File: src/rtl/axi4_rd_responder.sv
// -----------------------------------------------------------------------------
// axi4_rd_responder
//
// AXI4 read-channel responder. Each accepted AR request is answered with
// arlen+1 R beats whose data is the beat's byte address (zero-extended or
// truncated to DSIZE). FIXED bursts repeat the start address, and INCR bursts
// advance by DSIZE/8 bytes per beat, wrapping modulo 2^ASIZE. WRAP and the
// reserved encoding 11 are answered with SLVERR beats that carry zero data.
//
// Optional feature (compile-time macro):
//   AXI4_RD_RESPONDER_B2B_EN - arready is also raised while the final beat
//                              of a burst is handshaking, so the next burst
//                              can follow with no idle cycle on R.
//
// Parameters:
//   DSIZE   R data width in bits (8, 16, 32, 64 or 128)
//   IDSIZE  ID width in bits
//   ASIZE   address width in bits
//   LSIZE   burst length field width in bits
//
// Ports:
//   clock            single clock, rising edge
//   rst              synchronous, active-high reset
//   arid/araddr/
//   arlen/arburst    AR request fields, latched on the AR handshake
//   arvalid/arready  AR channel handshake
//   rid/rdata/
//   rresp/rlast      R beat fields, held stable while rvalid && !rready
//   rvalid/rready    R channel handshake
// -----------------------------------------------------------------------------
module axi4_rd_responder #(
    parameter int DSIZE  = 32,
    parameter int IDSIZE = 2,
    parameter int ASIZE  = 8,
    parameter int LSIZE  = 9
) (
    input  logic              clock,
    input  logic              rst,
    input  logic [IDSIZE-1:0] arid,
    input  logic [ASIZE-1:0]  araddr,
    input  logic [LSIZE-1:0]  arlen,
    input  logic [1:0]        arburst,
    input  logic              arvalid,
    output logic              arready,
    output logic [IDSIZE-1:0] rid,
    output logic [DSIZE-1:0]  rdata,
    output logic [1:0]        rresp,
    output logic              rlast,
    output logic              rvalid,
    input  logic              rready
);

`ifdef AXI4_RD_RESPONDER_B2B_EN
    localparam logic B2B_EN = 1'b1;
`else
    localparam logic B2B_EN = 1'b0;
`endif

    localparam logic [ASIZE-1:0] ADDR_STEP   = ASIZE'(DSIZE / 8);
    localparam logic [1:0]       BURST_INCR  = 2'b01;
    localparam logic [1:0]       RESP_OKAY   = 2'b00;
    localparam logic [1:0]       RESP_SLVERR = 2'b10;

    typedef enum logic {
        ST_IDLE  = 1'b0,
        ST_BURST = 1'b1
    } state_t;

    state_t            r_state;
    state_t            w_state_nxt;

    logic              r_arready;
    logic [IDSIZE-1:0] r_id;
    logic [ASIZE-1:0]  r_addr;
    logic [LSIZE-1:0]  r_len;
    logic [1:0]        r_burst;
    logic [LSIZE-1:0]  r_cnt;

    logic              w_load;
    logic              w_step;
    logic              w_rvalid;
    logic              w_rlast;
    logic              w_unsup;
    logic              w_beat_hs;
    logic              w_last_hs;
    logic              w_ar_hs;
    logic [DSIZE-1:0]  w_addr_ext;

    // Address presented as data: pad or cut to the R data width.
    generate
        if (DSIZE > ASIZE) begin : g_addr_ext
            assign w_addr_ext = {{(DSIZE - ASIZE){1'b0}}, r_addr};
        end else begin : g_addr_trunc
            assign w_addr_ext = r_addr[DSIZE-1:0];
        end
    endgenerate

    always_comb begin
        w_rvalid  = (r_state == ST_BURST);
        w_rlast   = w_rvalid && (r_cnt == r_len);
        w_unsup   = r_burst[1];
        w_beat_hs = w_rvalid && rready;
        w_last_hs = w_beat_hs && w_rlast;
        // r_arready covers IDLE; the final-beat term only exists with B2B.
        arready   = r_arready || (B2B_EN && w_last_hs);
        w_ar_hs   = arvalid && arready;
    end

    always_comb begin
        rvalid = w_rvalid;
        rlast  = w_rlast;
        rid    = r_id;
        rresp  = w_unsup ? RESP_SLVERR : RESP_OKAY;
        rdata  = w_unsup ? '0 : w_addr_ext;
    end

    always_comb begin
        w_state_nxt = r_state;
        w_load      = 1'b0;
        w_step      = 1'b0;
        case (r_state)
            ST_IDLE: begin
                if (w_ar_hs) begin
                    w_state_nxt = ST_BURST;
                    w_load      = 1'b1;
                end
            end
            ST_BURST: begin
                if (w_last_hs) begin
                    // Without B2B, w_ar_hs is always 0 here since r_arready is 0.
                    if (w_ar_hs) begin
                        w_state_nxt = ST_BURST;
                        w_load      = 1'b1;
                    end else begin
                        w_state_nxt = ST_IDLE;
                    end
                end else if (w_beat_hs) begin
                    w_step = 1'b1;
                end
            end
            default: begin
                w_state_nxt = ST_IDLE;
            end
        endcase
    end

    always_ff @(posedge clock) begin
        if (rst) begin
            r_state   <= ST_IDLE;
            r_arready <= 1'b0;
            r_id      <= '0;
            r_addr    <= '0;
            r_len     <= '0;
            r_burst   <= '0;
            r_cnt     <= '0;
        end else begin
            r_state   <= w_state_nxt;
            r_arready <= (w_state_nxt == ST_IDLE);
            if (w_load) begin
                r_id    <= arid;
                r_addr  <= araddr;
                r_len   <= arlen;
                r_burst <= arburst;
                r_cnt   <= '0;
            end else if (w_step) begin
                r_cnt <= r_cnt + 1'b1;
                if (r_burst == BURST_INCR) begin
                    r_addr <= r_addr + ADDR_STEP;
                end
            end
        end
    end

endmodule

File: config.mk
export PLATFORM = sky130hd
export DESIGN_NAME = axi4_rd_responder
export DESIGN_NICKNAME = d
export VERILOG_FILES = /design/src/rtl/axi4_rd_responder.sv
export SDC_FILE = /design/constraint.sdc
export NUM_CORES = 1
export LEC_CHECK = 0
export BUFFER_PORTS_ARGS = -buffer_cell sky130_fd_sc_hd__buf_4
export CORE_MARGIN = 1
export CORE_UTILIZATION = 52
export DETAILED_ROUTE_END_ITERATION = 12
export HOLD_SLACK_MARGIN = 0.08
export PLACE_DENSITY = 0.84
export RECOVER_POWER = 50
export SYNTH_ARGS = -nofsm -noshare
export SYNTH_HDL_FRONTEND = slang
export SYNTH_SLANG_ARGS = --single-unit
File: constraint.sdc
create_clock -name clock -period 4.3 [get_ports clock]
set_input_delay 0.645 -clock clock [delete_from_list [all_inputs] [get_ports clock]]
set_output_delay 0.645 -clock clock [all_outputs]
set_load 0.1 [all_outputs]
==> impl_metrics.env, run 1 <==
export IMPL_synth_flop_cell="dfxtp_1"
export IMPL_cts_made_buffers=5
export IMPL_diodes=0
export IMPL_drive_gt1_frac=0.162
export IMPL_ioPinCount=64
export IMPL_antenna_left=0
export IMPL_post_route_period_util=0.741
export IMPL_violations="max-capacitance violations, max-slew violations"
export IMPL_final_cell_area_sq_mm=0.00189
export IMPL_drv_slew=23
export IMPL_root_buffer="clkbuf_4"
export IMPL_synth_edf_count=0
export IMPL_syn_area_per_cell_sq_um=8.63
export IMPL_netlist_area_sq_mm=0.00170
export IMPL_synth_top_area_share=0.377
export IMPL_overflow=0
export IMPL_placed_area_sq_mm=0.00191
export IMPL_layout_commonest_cell="nand2_1"
export IMPL_whs_ns=0.453
export IMPL_routedWlPerCell_microns=11.0
export IMPL_h_tree_depth=2
export IMPL_cts_setup_buffers=0
export IMPL_synth_largest_area_cell="dfxtp_1"
export IMPL_row_count=20
export IMPL_ir_drop_mv=0.260
export IMPL_ctsResizeCount=0
export IMPL_fin_skew_ns=0.0103
export IMPL_period_needed_ns=3.19
export IMPL_fmax_mhz=314
export IMPL_final_cells=279
export IMPL_rsz0062_at_grt="false"
export IMPL_cts_sinks=32
export IMPL_cp_data_arrival_time_ns=3.44
export IMPL_fp_dieArea_sq_mm=0.00350
export IMPL_regArea_sq_um=641
export IMPL_drt_vias_per_instance=4.75
export IMPL_ys_async_sr_fraction=0
export IMPL_final_cell_mix="36 x nand2_1, 32 x dfxtp_1, 25 x conb_1, 25 x buf_4, 18 x xor2_1"
export IMPL_drc=0
export IMPL_drt_iter0_drc=30
export IMPL_hpwlAfterDp_mm=2.25
export IMPL_antenna_found_initial=0
export IMPL_nets=261
export IMPL_syn_inst=197
export IMPL_powerDensity_mw_per_mm2=417
export IMPL_core_area_sq_mm=0.00308
export IMPL_hold_path_class="reg -> reg"
export IMPL_first_pass_iters=4
export IMPL_cp_end_kind="flop"
export IMPL_slew_headroom=-0.161
export IMPL_track_usage=0.202
export IMPL_p_leak_nw=0.820
export IMPL_die_h_microns=59.2
export IMPL_tritoncts="yes"
export IMPL_r2r_slack_ns=1.11
export IMPL_die_w_microns=59.2
export IMPL_grt_pass1_wl_mm=5.17
export IMPL_status="finished with violations"
export IMPL_ctsHoldBuffers=0
export IMPL_cts_max_path_buffers=2
export IMPL_ys_types=35
export IMPL_hold_viol=0
export IMPL_ys_top_cells_by_area="dfxtp_1 38%, buf_4 12%, xor2_1 9.3%, nand2_1 8.0%, a21oi_1 4.7%"
export IMPL_crit_fanout=22
export IMPL_grt_pass1_vias=1183
export IMPL_clk_insertion_delay_late_ns=0.33
export IMPL_setup_tns_ns=0
export IMPL_ys_seq_area_frac=0.377
export IMPL_cp_required_ns=4.55
export IMPL_max_slew_worst_pin_slew_ns=1.72
export IMPL_cp_start_kind="flop"
export IMPL_setup_viol=0
export IMPL_critPathKind="reg -> reg"
export IMPL_placedCellCount=271
export IMPL_dr_total_vias=1326
export IMPL_yosysWarnings=0
export IMPL_grt_max_degree=23
export IMPL_port_buffers=38
export IMPL_multiInputGateArea_sq_um=902
export IMPL_num_fill_cells=305
export IMPL_area_growth_pct=11.4
export IMPL_maxCapViolations=1
export IMPL_start_util=0.552
export IMPL_clk_pin_slew_ns=0.10
export IMPL_routed_wl_mm=3.08
export IMPL_ys_ff_latch=32
export IMPL_gp_congestion=0.856
==> kinds of logic after synthesis <==
logic type | share of synthesized area
xor+xnor | 0.103
fa+ha+maj | 0.0147
mux | 0.0118
simple gates | 0.236
other cells | 0.00221
compound gates | 0.124
buf+inv | 0.132
flops | 0.377
==> area by class of cell <==
cell class / instances / share of cell area
tap: 44 / 0.0291
timing repair buffer: 38 / 0.125
clock buffer: 8 / 0.0311
multi-input combinational: 157 / 0.477
sequential: 32 / 0.338
==> metrics by stage <==
stage	setup slack, ns	util	power, mW
floorplan	1.78	-	0.604
global placement	1.82	0.619	0.629
detailed placement	1.73	0.619	0.633
CTS	1.67	0.638	0.813
global route	0.766	0.615	0.829
finish	1.11	0.615	0.789
==> path summary, 6_finish.rpt <==
path | cells past startpoint | from | end
setup / recovery | 6 | r_cnt[2]$_SDFFE_PP0P_ | r_addr[6]$_SDFFE_PP0P_
hold / removal | 2 | r_addr[1]$_SDFFE_PP0P_ | r_addr[1]$_SDFFE_PP0P_
setup reg to reg | 6 | r_cnt[2]$_SDFFE_PP0P_ | r_addr[6]$_SDFFE_PP0P_
hold reg to reg | 2 | r_addr[1]$_SDFFE_PP0P_ | r_addr[1]$_SDFFE_PP0P_
==> critical path, stage by stage (launching register included) <==
cell       delay (ns)
dfxtp_1          0.44
xor2_1           0.17
nor4_1           0.12
and3_4           0.20
a41oi_1          1.28
nand2b_1         0.59
o2bb2ai_1        0.29
==> cell usage after synthesis, types with 2 or more instances <==
cell	count
clkbuf_1	3
nor2_1	14
nand2_1	36
nand4_1	6
xnor2_1	2
o2bb2ai_1	3
ha_1	2
xor2_1	18
a211oi_1	2
buf_2	2
nand3_1	2
and3_1	3
mux2i_1	2
nor2b_1	9
a21oi_1	16
buf_4	27
dfxtp_1	32
==> power breakdown <==
part           internal [mW]  switching (mW)
combinational         0.0500           0.231
clock                 0.0806          0.0966
sequential             0.314          0.0163
==> routing by layer <==
metal  vias up  GRT usage  wire [microns]
met4         0      0.133              83
met1       582      0.240            1380
li1        685          -               -
met2        49      0.328            1440
met5         -          0               0
met3        10     0.0459             178
==> state kept, by name, summed over array words and instances, names as in the netlist <==
name	count
arready	1
r_addr	8
r_len	9
r_burst	2
r_cnt	9
rid	2
rvalid	1
Note: power is estimated with default switching activity, not from simulation.
==> run 2, diff against run 1 <==
Settings changed: CORE_UTILIZATION 52 to 49, PLACE_DENSITY 0.84 to 0.8.
Clock period 4.3 ns to 3 ns, I/O delays scaled along.
==> run 2 against run 1 <==
  * The flow finishes with violations (design-rule violations)
  * Global-route usage is 1.5 points lower
  * Non-clock buffer count increased by 1
  * Setup slack worse by 0.57 ns
  * Critical path type unchanged
  * Largest cell class unchanged
==> impl_metrics.env, run 2 (same netlist as run 1, synthesis figures left out) <==
export IMPL_status="finished with violations"
export IMPL_violations="design-rule violations"
export IMPL_cts_max_path_buffers=2
export IMPL_ctsHoldBuffers=0
export IMPL_r2r_start="r_cnt[2]$_SDFFE_PP0P_"
export IMPL_clk_pin_slew_ns=0.10
export IMPL_p_leak_nw=0.833
export IMPL_cts_sinks=32
export IMPL_maxCapViolations=0
export IMPL_hold_path_class="in -> reg"
export IMPL_num_fill_cells=360
export IMPL_gp_congestion=0.781
export IMPL_nets=262
export IMPL_fin_skew_ns=0.0133
export IMPL_clk_insertion_delay_late_ns=0.33
export IMPL_drt_vias_per_instance=4.86
export IMPL_first_pass_iters=8
export IMPL_slowest_delay_ns=0.72
export IMPL_grt_max_degree=23
export IMPL_hold_depth=2
export IMPL_cp_data_arrival_time_ns=2.69
export IMPL_drive_gt1_frac=0.169
export IMPL_routedWlPerCell_microns=11.1
export IMPL_tritoncts="yes"
export IMPL_core_area_sq_mm=0.00334
export IMPL_whs_ns=0.313
export IMPL_powerDensity_mw_per_mm2=593
export IMPL_ioPinCount=64
export IMPL_routed_wl_mm=3.12
export IMPL_cp_required_ns=3.24
export IMPL_h_tree_depth=2
export IMPL_crit_buf_inv=1
export IMPL_fmax_mhz=407
export IMPL_diodes=0
export IMPL_drv_slew=0
export IMPL_ir_drop_mv=0.340
export IMPL_final_cell_mix="36 x nand2_1, 32 x dfxtp_1, 25 x conb_1, 25 x buf_4, 18 x xor2_1"
export IMPL_dr_total_vias=1371
export IMPL_hold_viol=0
export IMPL_port_buffers=38
export IMPL_grt_pass1_vias=1241
export IMPL_grt_pass1_wl_mm=5.09
export IMPL_drc=2
export IMPL_die_w_microns=60.9
export IMPL_hold_end="r_addr[4]$_SDFFE_PP0P_"
export IMPL_die_h_microns=60.9
export IMPL_area_growth_pct=12.5
export IMPL_crit_fanout=21
export IMPL_antenna_found_initial=0
export IMPL_ctsResizeCount=0
export IMPL_setup_tns_ns=0
export IMPL_overflow=0
export IMPL_reg2regPathDepth=7
export IMPL_min_delay_start="araddr[4]"
export IMPL_cp_cell_sequence="xor2_1, nor4_4, and3_1, a41oi_1, clkbuf_1, nor2_1, a2111oi_2"
export IMPL_slew_headroom=0.226
export IMPL_row_count=21
export IMPL_cts_made_buffers=5
export IMPL_track_usage=0.188
export IMPL_cpMaxStageDelayCell="clkbuf_1"
export IMPL_post_route_period_util=0.818
export IMPL_worst_r2r_endpoint="r_addr[7]$_SDFFE_PP0P_"
export IMPL_cp_start_kind="flop"
export IMPL_layout_commonest_cell="nand2_1"
export IMPL_setup_viol=0
export IMPL_r2r_slack_ns=0.55
export IMPL_critPathKind="reg -> reg"
export IMPL_fp_dieArea_sq_mm=0.00371
export IMPL_start_util=0.509
export IMPL_period_needed_ns=2.45
export IMPL_root_buffer="clkbuf_4"
export IMPL_cpLargestDelayFamily="buffers and inverters"
export IMPL_rsz0062_at_grt="false"
export IMPL_drt_iter0_drc=105
export IMPL_top_regs="r_cnt: 9 flops, r_len: 9 flops, r_addr: 8 flops"
export IMPL_cp_end_kind="flop"
export IMPL_antenna_left=0
export IMPL_max_slew_worst_pin_slew_ns=1.17
export IMPL_cts_setup_buffers=0
export IMPL_hpwlAfterDp_mm=2.30
[run 2: cell types whose count changed in the layout (fill, tap and decap cells not counted)]
cell,previous run,this run
nor4_4,0,1
clkbuf_1,15,14
nor4_1,1,0
clkinv_2,0,2
and3_1,3,4
and3_4,1,0
[run 2: layout make-up]
cell class	count	area, sq um	area share
repair buffers	39	240	0.126
clock buffers	6	51.3	0.0268
clock inverters	2	10.0	0.00524
flip-flops and latches	32	641	0.335
multi-input cells	157	912	0.477
well taps	46	57.6	0.0301
[run 2: metal layers]
layer  vias up  routed length [microns]  track usage  part of all wire
li1        685                        -            -                 -
met1       635                     1430        0.222              0.46
met2        46                     1500        0.325              0.48
met3         5                      146       0.0576             0.047
met4         0                       47       0.0584             0.015
met5         -                        0            0                 0
[run 2: how the worst max path moves through the flow]
stage / slack [ns] / end / from / cells past startpoint
after detailed placement: 0.87 / r_addr[7]$_SDFFE_PP0P_ / r_cnt[2]$_SDFFE_PP0P_ / 6
final: 0.55 / r_addr[7]$_SDFFE_PP0P_ / r_cnt[2]$_SDFFE_PP0P_ / 7
after floorplan: 0.68 / rlast / r_cnt[1]$_SDFFE_PP0P_ / 4
after global placement: 0.95 / r_addr[7]$_SDFFE_PP0P_ / r_cnt[2]$_SDFFE_PP0P_ / 6
after CTS: 0.57 / rlast / r_cnt[2]$_SDFFE_PP0P_ / 5
after global routing: 0.37 / r_addr[7]$_SDFFE_PP0P_ / r_cnt[2]$_SDFFE_PP0P_ / 7
[run 2: where the power goes]
part,total (mW),switching [mW],internal (mW)
registers,0.473,0.0234,0.450
clock network,0.256,0.145,0.111
logic,0.405,0.334,0.0711
[run 2: stage by stage]
step / cell area [sq um] / std cells / utilization / total power [mW] / setup WS [ns]
3_5_place_dp: 1920 / 274 / 0.574 / 0.911 / 0.870
6_report: 1910 / 282 / 0.573 / 1.13 / 0.545
5_1_grt: 1910 / 282 / 0.573 / 1.19 / 0.372
3_3_place_gp: 1920 / 274 / 0.574 / 0.906 / 0.948
2_1_floorplan: 1790 / 221 / - / 0.865 / 0.679
4_1_cts: 1980 / 282 / 0.592 / 1.16 / 0.571
